File: src/rtl/game_pkg.sv
// Shared definitions for the bounce-ball game: state encodings and the
// default gameplay constants. Imported by game_ctrl and also by the graphics
// and text-overlay blocks so that everybody decodes the debug state the same
// way.
package game_pkg;

   typedef enum logic [2:0] {
      S_IDLE    = 3'd0,
      S_PLAY    = 3'd1,
      S_DYING   = 3'd2,
      S_NEWBALL = 3'd3,
      S_OVER    = 3'd4,
      S_WIN     = 3'd5
   } game_state_t;

   localparam int LIFE_INIT_DEF      = 3;
   localparam int WIN_SCORE_DEF      = 1;
   localparam int RESPAWN_FRAMES_DEF = 60;

endpackage

File: src/rtl/game_ctrl_frame_timer.sv
// frame_timer: loadable down-counter used for the respawn delay.
// Ports:
//   clk, rst     clock, asynchronous active-high reset (count -> 0)
//   i_load       load i_load_val (wins over i_en)
//   i_load_val   value to load
//   i_en         count enable (one step per frame_tick)
//   o_zero       counter is at zero
module frame_timer #(
   parameter int W = 6
) (
   input  logic         clk,
   input  logic         rst,
   input  logic         i_load,
   input  logic [W-1:0] i_load_val,
   input  logic         i_en,
   output logic         o_zero
);

   logic [W-1:0] r_cnt;

   // Count stops at zero, so the enable can be tied straight to frame_tick
   // without the counter wrapping outside the dying phase.
   always_ff @(posedge clk or posedge rst) begin
      if (rst) begin
         r_cnt <= '0;
      end else if (i_load) begin
         r_cnt <= i_load_val;
      end else if (i_en && (r_cnt != '0)) begin
         r_cnt <= r_cnt - W'(1);
      end
   end

   assign o_zero = (r_cnt == '0);

endmodule

File: src/rtl/game_ctrl.sv
// game_ctrl: central game sequencer. Owns the game FSM, life counter,
// saturating score counter and the frame-based respawn delay.
// Ports:
//   clk, rst            clock, asynchronous active-high reset
//   frame_tick          one pulse per frame
//   start               start-key pulse
//   dead_hit, goal_hit  collision pulses from the detectors
//   game_stop           ball frozen (every state except PLAY)
//   game_over, game_win overlay selects
//   ball_reset          one-cycle pulse: reload ball to spawn
//   life, score         counters for the text overlay
//   state               current state encoding (debug)
module game_ctrl
   import game_pkg::*;
#(
   parameter int LIFE_INIT      = LIFE_INIT_DEF,
   parameter int LIFE_W         = 2,
   parameter int SCORE_W        = 4,
   parameter int WIN_SCORE      = WIN_SCORE_DEF,
   parameter int RESPAWN_FRAMES = RESPAWN_FRAMES_DEF,
   parameter int TMR_W          = 6
) (
   input  logic               clk,
   input  logic               rst,
   input  logic               frame_tick,
   input  logic               start,
   input  logic               dead_hit,
   input  logic               goal_hit,
   output logic               game_stop,
   output logic               game_over,
   output logic               game_win,
   output logic               ball_reset,
   output logic [LIFE_W-1:0]  life,
   output logic [SCORE_W-1:0] score,
   output logic [2:0]         state
);

   localparam logic [SCORE_W-1:0] SCORE_MAX = '1;
   localparam logic [SCORE_W-1:0] WIN_VAL   = SCORE_W'(WIN_SCORE);
   localparam logic [LIFE_W-1:0]  LIFE_LOAD = LIFE_W'(LIFE_INIT);
   localparam logic [TMR_W-1:0]   TMR_LOAD  = TMR_W'(RESPAWN_FRAMES - 1);

   game_state_t        r_state;
   logic [LIFE_W-1:0]  r_life;
   logic [SCORE_W-1:0] r_score;
   logic               r_ball_reset;

   game_state_t        w_state_nxt;
   logic [LIFE_W-1:0]  w_life_nxt;
   logic [SCORE_W-1:0] w_score_nxt;
   logic [SCORE_W-1:0] w_score_inc;
   logic               w_ball_reset_nxt;
   logic               w_tmr_load;
   logic               w_tmr_zero;

   frame_timer #(.W(TMR_W)) u_frame_timer (
      .clk        (clk),
      .rst        (rst),
      .i_load     (w_tmr_load),
      .i_load_val (TMR_LOAD),
      .i_en       (frame_tick),
      .o_zero     (w_tmr_zero)
   );

   assign w_score_inc = (r_score == SCORE_MAX) ? r_score : r_score + SCORE_W'(1);

   always_ff @(posedge clk or posedge rst) begin
      if (rst) begin
         r_state      <= S_IDLE;
         r_life       <= LIFE_LOAD;
         r_score      <= '0;
         r_ball_reset <= 1'b0;
      end else begin
         r_state      <= w_state_nxt;
         r_life       <= w_life_nxt;
         r_score      <= w_score_nxt;
         r_ball_reset <= w_ball_reset_nxt;
      end
   end

   always_comb begin
      w_state_nxt      = r_state;
      w_life_nxt       = r_life;
      w_score_nxt      = r_score;
      w_ball_reset_nxt = 1'b0;
      w_tmr_load       = 1'b0;
      case (r_state)
         S_IDLE: begin
            if (start) begin
               w_state_nxt      = S_PLAY;
               w_life_nxt       = LIFE_LOAD;
               w_score_nxt      = '0;
               w_ball_reset_nxt = 1'b1;
            end
         end
         S_PLAY: begin
            // Goal outranks a simultaneous death.
            if (goal_hit) begin
               w_score_nxt = w_score_inc;
               if (w_score_inc >= WIN_VAL) begin
                  w_state_nxt = S_WIN;
               end else begin
                  w_ball_reset_nxt = 1'b1;
               end
            end else if (dead_hit) begin
               if (r_life == '0) begin
                  w_state_nxt = S_OVER;
               end else begin
                  w_state_nxt = S_DYING;
                  w_life_nxt  = r_life - LIFE_W'(1);
                  w_tmr_load  = 1'b1;
               end
            end
         end
         S_DYING: begin
            // Timer loaded with N-1 expires on the N-th frame_tick.
            if (frame_tick && w_tmr_zero) begin
               w_state_nxt      = S_NEWBALL;
               w_ball_reset_nxt = 1'b1;
            end
         end
         S_NEWBALL: begin
            if (start) begin
               w_state_nxt = S_PLAY;
            end
         end
         S_OVER, S_WIN: begin
            // Counters hold so the overlay keeps showing the final values.
            if (start) begin
               w_state_nxt      = S_IDLE;
               w_ball_reset_nxt = 1'b1;
            end
         end
         default: begin
            w_state_nxt = S_IDLE;
         end
      endcase
   end

   assign game_stop  = (r_state != S_PLAY);
   assign game_over  = (r_state == S_OVER);
   assign game_win   = (r_state == S_WIN);
   assign ball_reset = r_ball_reset;
   assign life       = r_life;
   assign score      = r_score;
   assign state      = r_state;

endmodule
File: config.mk
export PLATFORM = sky130hd
export DESIGN_NAME = game_ctrl
export DESIGN_NICKNAME = d
export VERILOG_FILES = /design/src/rtl/game_pkg.sv /design/src/rtl/game_ctrl_frame_timer.sv /design/src/rtl/game_ctrl.sv
export SDC_FILE = /design/constraint.sdc
export NUM_CORES = 1
export LEC_CHECK = 0
export BUFFER_PORTS_ARGS = -buffer_cell sky130_fd_sc_hd__buf_2
export CELL_PAD_IN_SITES_DETAIL_PLACEMENT = 0
export CELL_PAD_IN_SITES_GLOBAL_PLACEMENT = 1
export CORE_ASPECT_RATIO = 1.5
export CORE_MARGIN = 2
export CORE_UTILIZATION = 45
export CTS_BUF_LIST = sky130_fd_sc_hd__clkbuf_8
export CTS_CLUSTER_DIAMETER = 150
export DETAILED_ROUTE_END_ITERATION = 16
export HOLD_SLACK_MARGIN = 0.08
export PLACE_DENSITY_LB_ADDON = 0.12
export SLEW_MARGIN = 20
export SYNTH_ARGS = -nofsm -noshare
export SYNTH_HDL_FRONTEND = slang
export SYNTH_SLANG_ARGS = --single-unit
File: constraint.sdc
create_clock -name clk -period 3.2 [get_ports clk]
set_input_delay 0.64 -clock clk [delete_from_list [all_inputs] [get_ports clk]]
set_output_delay 0.64 -clock clk [all_outputs]
set_load 0.01 [all_outputs]
==> results of run 1 <==
## kinds of logic after synthesis
kind of cell	Yosys count	synth area share
fa+ha+maj	3	0.03902
compound gates	26	0.1912
mux	1	0.01040
simple gates	44	0.2588
xor+xnor	5	0.04552
flops	16	0.4187
buf+inv	9	0.03641
## cells in the mapped netlist, drive strengths merged
master	instances	area, um2
nand3b	1	7.510
nand4bb	1	11.26
buf	1	5.000
o31ai	2	20.02
and3	3	18.77
nand4	2	12.51
nor2b	1	6.260
a41oi	1	8.760
or3	1	6.260
xor2	3	26.28
a21oi	2	10.01
mux2i	1	10.01
and2	1	6.260
a22oi	3	22.52
dfstp	2	52.55
o32ai	2	17.52
nor3	2	10.01
or3b	1	11.26
or2b	1	7.510
a31oi	3	18.77
xnor2	2	17.52
nand3	4	20.02
o21ai	9	45.04
o211ai	1	7.510
o311ai	2	25.03
clkbuf	1	3.750
a22o	1	8.760
inv	7	26.28
nand2b	4	25.02
nand2	9	33.78
dfrtp	14	350.3
nor2	10	40.04
ha	3	37.54
nor3b	3	32.53
## layer usage
metal  vias up  global-route usage  wire length (um)
met5         -                   0                 0
met4         0              0.1060                49
met3         6             0.02976                53
met2        21              0.3750              1214
met1       392              0.1742               874
li1        415                   -                 -
## layout make-up
class | instances | area share
clock inverter | 1 | 0.003363
tap | 22 | 0.02466
timing repair buffer | 18 | 0.08072
inverter | 7 | 0.02354
multi-input combinational | 79 | 0.4697
sequential | 16 | 0.3610
clock buffer | 3 | 0.03700
## worst max-delay path: cells and delay by family, from the launching register on
kind,cells,cell delay (ps)
DFF,1,460
buffers and inverters,1,170
and+or+nand+nor,2,480
## flip-flops by register name, indices dropped and copies added, names as in the netlist
signal,count
state,3
score,4
ball_reset,1
u_frame_timer.r_cnt,6
life,2
## worst max path at each step
stage                                start                     end  slack, ps
floorplan           u_frame_timer.r_cnt[0]  u_frame_timer.r_cnt[3]       1550
global placement    u_frame_timer.r_cnt[0]  u_frame_timer.r_cnt[3]       1400
detailed placement  u_frame_timer.r_cnt[0]  u_frame_timer.r_cnt[0]       1380
CTS                               state[1]               game_stop       1190
global route                      state[1]               game_stop       1150
finish                            state[2]               game_stop       1200
## power by group
group	total (mW)	switching, mW	internal, mW
Clock	0.150	0.0652	0.0849
Sequential	0.445	0.144	0.302
Combinational	0.486	0.263	0.223
Total	1.08	0.472	0.609
## metrics by stage
step           utilization  cell area [um2]  power, mW
3_3_place_gp        0.5284             1071     0.9353
2_1_floorplan            -            962.2     0.7715
4_1_cts             0.5506             1116      1.097
3_5_place_dp        0.5284             1071     0.9424
6_report            0.5506             1116      1.081
5_1_grt             0.5506             1116      1.175
==> key figures, run 1 <==
Detailed routing
  – Routed Antenna Nets: 0
  – DR pass1 iterations: 4
  – DRC violations left: 0
  – Drt initial violations: 23
  – Post-DR vias/cell: 5.712
  – Vias: 834
  – WL/cell: 15.01 um
  – Drt total wl: 2191 um

STA
  – Post-route setup slack: 1201 ps
  – Hold Fails Final Rpt: 0
  – Slew HR: 0.5897
  – Final period util: 0.6248
  – Slew @ Worst Pin: 614.8 ps
  – RSZ-0062 raised after global routing: false
  – Slew Viols, Final: 0
  – Tmin final: 1999 ps
  – Upper clock frequency limit: 0.5002 GHz
  – Setup TNS Final: 0 ps
  – # setup viols final: 0
  – Clk_skew: 5.233 ps
  – Final hold slack: 458.7 ps

Critical path
  – Slowest stage cell, crit path: dfrtp_1
  – WS Path Type: reg -> out
  – Crit. End Element: primary output
  – Critical path fanouts, max: 9
  – Worst Path Required: 2560 ps
  – R2R Setup Slk: 1380 ps
  – R2R depth: 6
  – Worst R2R Start: u_frame_timer.r_cnt[0]
  – Largest stage delay, worst path: 460 ps
  – CP cell instances: nor2_2 -> nand2_1 -> buf_2
  – Arrival time worst endpoint: 1360 ps
  – Setup crit start kind: register
  – Critical R2R Capture: u_frame_timer.r_cnt[0]

Floorplan
  – Full die area: 2532 um2
  – Chip Width: 41.76 um
  – CORE AREA: 2027 um2
  – Die height: 60.64 um
  – Num ports: 19
  – Initial Utilization: 0.4747
  – # rows: 20

Power and ir drop
  – VDD IR-drop max: 0.4040 mV
  – Leak Pwr: 0.5247 nW
  – Power Dens Cells: 968.8 nW/um2

Layout
  – Share of post-route cells with drive strength above 1: 0.2339
  – Register area: 402.9 um2
  – Number of fill cells: 190
  – Layout Cells excl Fill: 146
  – Nets: 134
  – Inserted Diodes: 0
  – Commonest non-fill, non-tap cell in the layout: buf_2
  – Area Overhead vs Synth: 15.99%
  – Multi-input gate area: 524.3 um2
  – Commonest non-fill, non-tap cells in the layout: 18 x buf_2, 14 x dfrtp_1, 9 x nor2_1, 9 x nand2_1, 8 x inv_1

Yosys
  – Yosys cell types: 39
  – Synth Instances: 104
  – Synth Cell Area: 962.2 um2
  – Synthesized area per cell: 9.252 um2
  – Synth Register Bits: 16
  – Syn. warnings: 0
  – Register area share after synthesis: 0.4187
  – Net Count, Synth: 113

Placed design
  – IO Port Bufs: 18
  – Gpl congestion: 0.7931
  – Post-place setup slack: 1383 ps
  – Dpl hpwl: 1731 um
  – DP Cell Count: 142

Clock tree
  – Root Driver: clkbuf_8
  – TritonCTS clock tree: done
  – CTS clk-pin slew, worst paths: 60 ps
  – CTS Hold Bufs: 0
  – Skew-Pair Late Insertion Delay: 250 ps
  – Setup bufs post-CTS: 0
  – Total CTS buffers: 3
  – H-tree levels: 1
  – Max Buffers Root-to-Sink: 2
  – Post-CTS resize count: 0
  – Clock Sinks: 16

Global routing
  – First-pass GRT wire length: 3519 um
  – Largest net degree at the start of global routing: 17
  – GRT Resource Usage Total: 0.1855
  – GRT Residual Overflow: 0
  – Number of global-route vias before repair: 814
  – Initial antenna violation count: 0

Outcome
  – Status: finished, final reports clean

Hold path
  – Min-delay worst type: in -> async

Job
  – Max-Cap Viols: 0
No activity file was read; power rests on OpenSTA's default activity.
==> inputs of run 2 (changes only) <==
--- a/config.mk
+++ b/config.mk
@@ -10,7 +10,7 @@
 export CELL_PAD_IN_SITES_GLOBAL_PLACEMENT = 1
 export CORE_ASPECT_RATIO = 1.5
 export CORE_MARGIN = 2
-export CORE_UTILIZATION = 45
+export CORE_UTILIZATION = 42
 export CTS_BUF_LIST = sky130_fd_sc_hd__clkbuf_8
 export CTS_CLUSTER_DIAMETER = 150
 export DETAILED_ROUTE_END_ITERATION = 16
==> constraint.sdc (replaced) <==
create_clock -name clk -period 2.1 [get_ports clk]
set_input_delay 0.42 -clock clk [delete_from_list [all_inputs] [get_ports clk]]
set_output_delay 0.42 -clock clk [all_outputs]
set_load 0.01 [all_outputs]
==> run 2 against run 1 <==
Against the previous run: die area grew 6.6%; sequential power rose by 53%; setup slack got worse by 920 ps; critical path depth unchanged; non-clock buffer count grew 1; via count rose by 2.2%.
==> key figures, run 2 (synthesis results as in run 1) <==
Floorplan
  – # rows: 21 (was 20)
  – Full die area: 2698 um2 (was 2532 um2)
  – Initial Utilization: 0.4359 (was 0.4747)
  – Die height: 62.62 um (was 60.64 um)
  – Chip Width: 43.08 um (was 41.76 um)
  – Num ports: 19 (unchanged)
  – CORE AREA: 2207 um2 (was 2027 um2)

Layout
  – Inserted Diodes: 0 (unchanged)
  – Commonest non-fill, non-tap cell in the layout: buf_2 (unchanged)
  – Area Overhead vs Synth: 17.95% (was 15.99%)
  – Largest register FFs: 6 (unchanged)
  – Layout Cells excl Fill: 148 (was 146)
  – Nets: 135 (was 134)
  – Largest reg by FF count: u_frame_timer.r_cnt (unchanged)
  – Share of post-route cells with drive strength above 1: 0.2480 (was 0.2339)
  – Commonest non-fill, non-tap cells in the layout: 18 x buf_2, 14 x dfrtp_1, 9 x nor2_1, 9 x nand2_1 (was 18 x buf_2, 14 x dfrtp_1, 9 x nor2_1, 9 x nand2_1, 8 x inv_1)
  – Final Util: 0.5142 (was 0.5506)

STA
  – Setup TNS Final: 0 ps (unchanged)
  – Slew @ Worst Pin: 629.2 ps (was 614.8 ps)
  – # setup viols final: 0 (unchanged)
  – Slew HR: 0.5801 (was 0.5897)
  – Hold Fails Final Rpt: 0 (unchanged)
  – Tmin final: 1818 ps
  – Final period util: 0.8657
  – Upper clock frequency limit: 0.5501 GHz
  – Slew Viols, Final: 0 (unchanged)
  – Clk_skew: 2.570 ps (was 5.233 ps)
  – RSZ-0062 raised after global routing: false (unchanged)

Critical path
  – Worst R2R Start: u_frame_timer.r_cnt[0] (unchanged)
  – R2R depth: 6 (unchanged)
  – Critical R2R Capture: u_frame_timer.r_cnt[3] (was u_frame_timer.r_cnt[0])
  – R2R Setup Slk: 340 ps (was 1380 ps)
  – Critical path fanouts, max: 9 (unchanged)
  – Arrival time worst endpoint: 1400 ps (was 1360 ps)
  – Crit. End Element: primary output (unchanged)
  – WS Path Type: reg -> out (unchanged)
  – Worst Path Required: 1680 ps (was 2560 ps)
  – Setup crit start kind: register (unchanged)

Detailed routing
  – Drt initial violations: 14 (was 23)
  – Drt total wl: 2125 um (was 2191 um)
  – WL/cell: 14.36 um (was 15.01 um)
  – DR pass1 iterations: 4 (unchanged)
  – Post-DR vias/cell: 5.757 (was 5.712)
  – Routed Antenna Nets: 0 (unchanged)
  – Vias: 852 (was 834)
  – DRC violations left: 0 (unchanged)

Global routing
  – First-pass GRT wire length: 3663 um (was 3519 um)
  – GRT Residual Overflow: 0 (unchanged)
  – Number of global-route vias before repair: 868 (was 814)
  – GRT Resource Usage Total: 0.1733 (was 0.1855)
  – Largest net degree at the start of global routing: 17 (unchanged)
  – Initial antenna violation count: 0 (unchanged)

Clock tree
  – CTS Hold Bufs: 0 (unchanged)
  – Max Buffers Root-to-Sink: 2 (unchanged)
  – H-tree levels: 1 (unchanged)
  – Setup bufs post-CTS: 0 (unchanged)
  – Clock Sinks: 16 (unchanged)
  – TritonCTS clock tree: done (unchanged)
  – Total CTS buffers: 3 (unchanged)
  – Post-CTS resize count: 0 (unchanged)
  – Skew-Pair Late Insertion Delay: 250 ps (about the same)
  – Root Driver: clkbuf_8 (unchanged)
  – CTS clk-pin slew, worst paths: 70 ps (was 60 ps)

Placed design
  – IO Port Bufs: 18 (unchanged)
  – Gpl congestion: 0.7657 (was 0.7931)
  – DP Cell Count: 144 (was 142)
  – Dpl hpwl: 1609 um (was 1731 um)

Power and ir drop
  – Leak Pwr: 0.5317 nW (was 0.5247 nW)
  – Power Dens Cells: 1489 nW/um2 (was 968.8 nW/um2)
  – VDD IR-drop max: 0.6731 mV (was 0.4040 mV)

Hold path
  – Min-delay worst type: in -> async (unchanged)

Outcome
  – Status: finished, final reports clean (unchanged)

Job
  – Max-Cap Viols: 0 (unchanged)
## run 2: changes by cell type in the layout (fill, tap and decap cells not counted)
cell	before	now
buf_4	0	1
inv_1	8	7
clkbuf_8	3	4
## run 2: per-layer routing
layer,share of wire,track usage,routed length [um]
met1,0.40,0.1741,855
met2,0.57,0.3396,1220
met3,0.016,0.02601,34
met4,0.0071,0.05682,15
met5,0,0,0
## run 2: worst max path at each step
| stage | from | slack, ps | end |
|---|---|---|---|
| finish | state[2] | 280 | game_stop |
| global route | state[2] | 190 | game_stop |
| CTS | state[2] | 270 | game_stop |
| detailed placement | u_frame_timer.r_cnt[0] | 350 | u_frame_timer.r_cnt[3] |
| global placement | u_frame_timer.r_cnt[0] | 370 | u_frame_timer.r_cnt[3] |
| floorplan | u_frame_timer.r_cnt[0] | 450 | u_frame_timer.r_cnt[3] |
## run 2: layout make-up
class,count,area [um2]
repair buffers,19,97.59
well taps,23,28.78
inverters,7,26.28
clock buffers,4,55.05
multi-input cells,79,524.3
flip-flops and latches,16,402.9
fillers,233,1072
## run 2: worst max-delay path, stage by stage, from the launching register on
cell and delay [ps]:
dfrtp_1 470, nor2_2 380, nand2_1 130, buf_2 170
## run 2: per-stage QoR
step	setup slack [ps]	area (um2)	power (mW)	hold WS, ps
finish	282.0	1135	1.689	242.1
global route	188.4	1135	1.837	300.2
CTS	268.8	1135	1.708	276.9
detailed placement	354.7	1080	1.427	519.9
global placement	367.7	1080	1.414	507.6
floorplan	452.8	962.2	1.176	332.3
## run 2: power breakdown
part	internal (mW)	switching, mW	leakage (nW)	total, mW
Combinational	0.342	0.390	0.315	0.731
Sequential	0.459	0.223	0.188	0.683
Clock	0.166	0.109	0.0288	0.275
Total	0.967	0.722	0.532	1.69
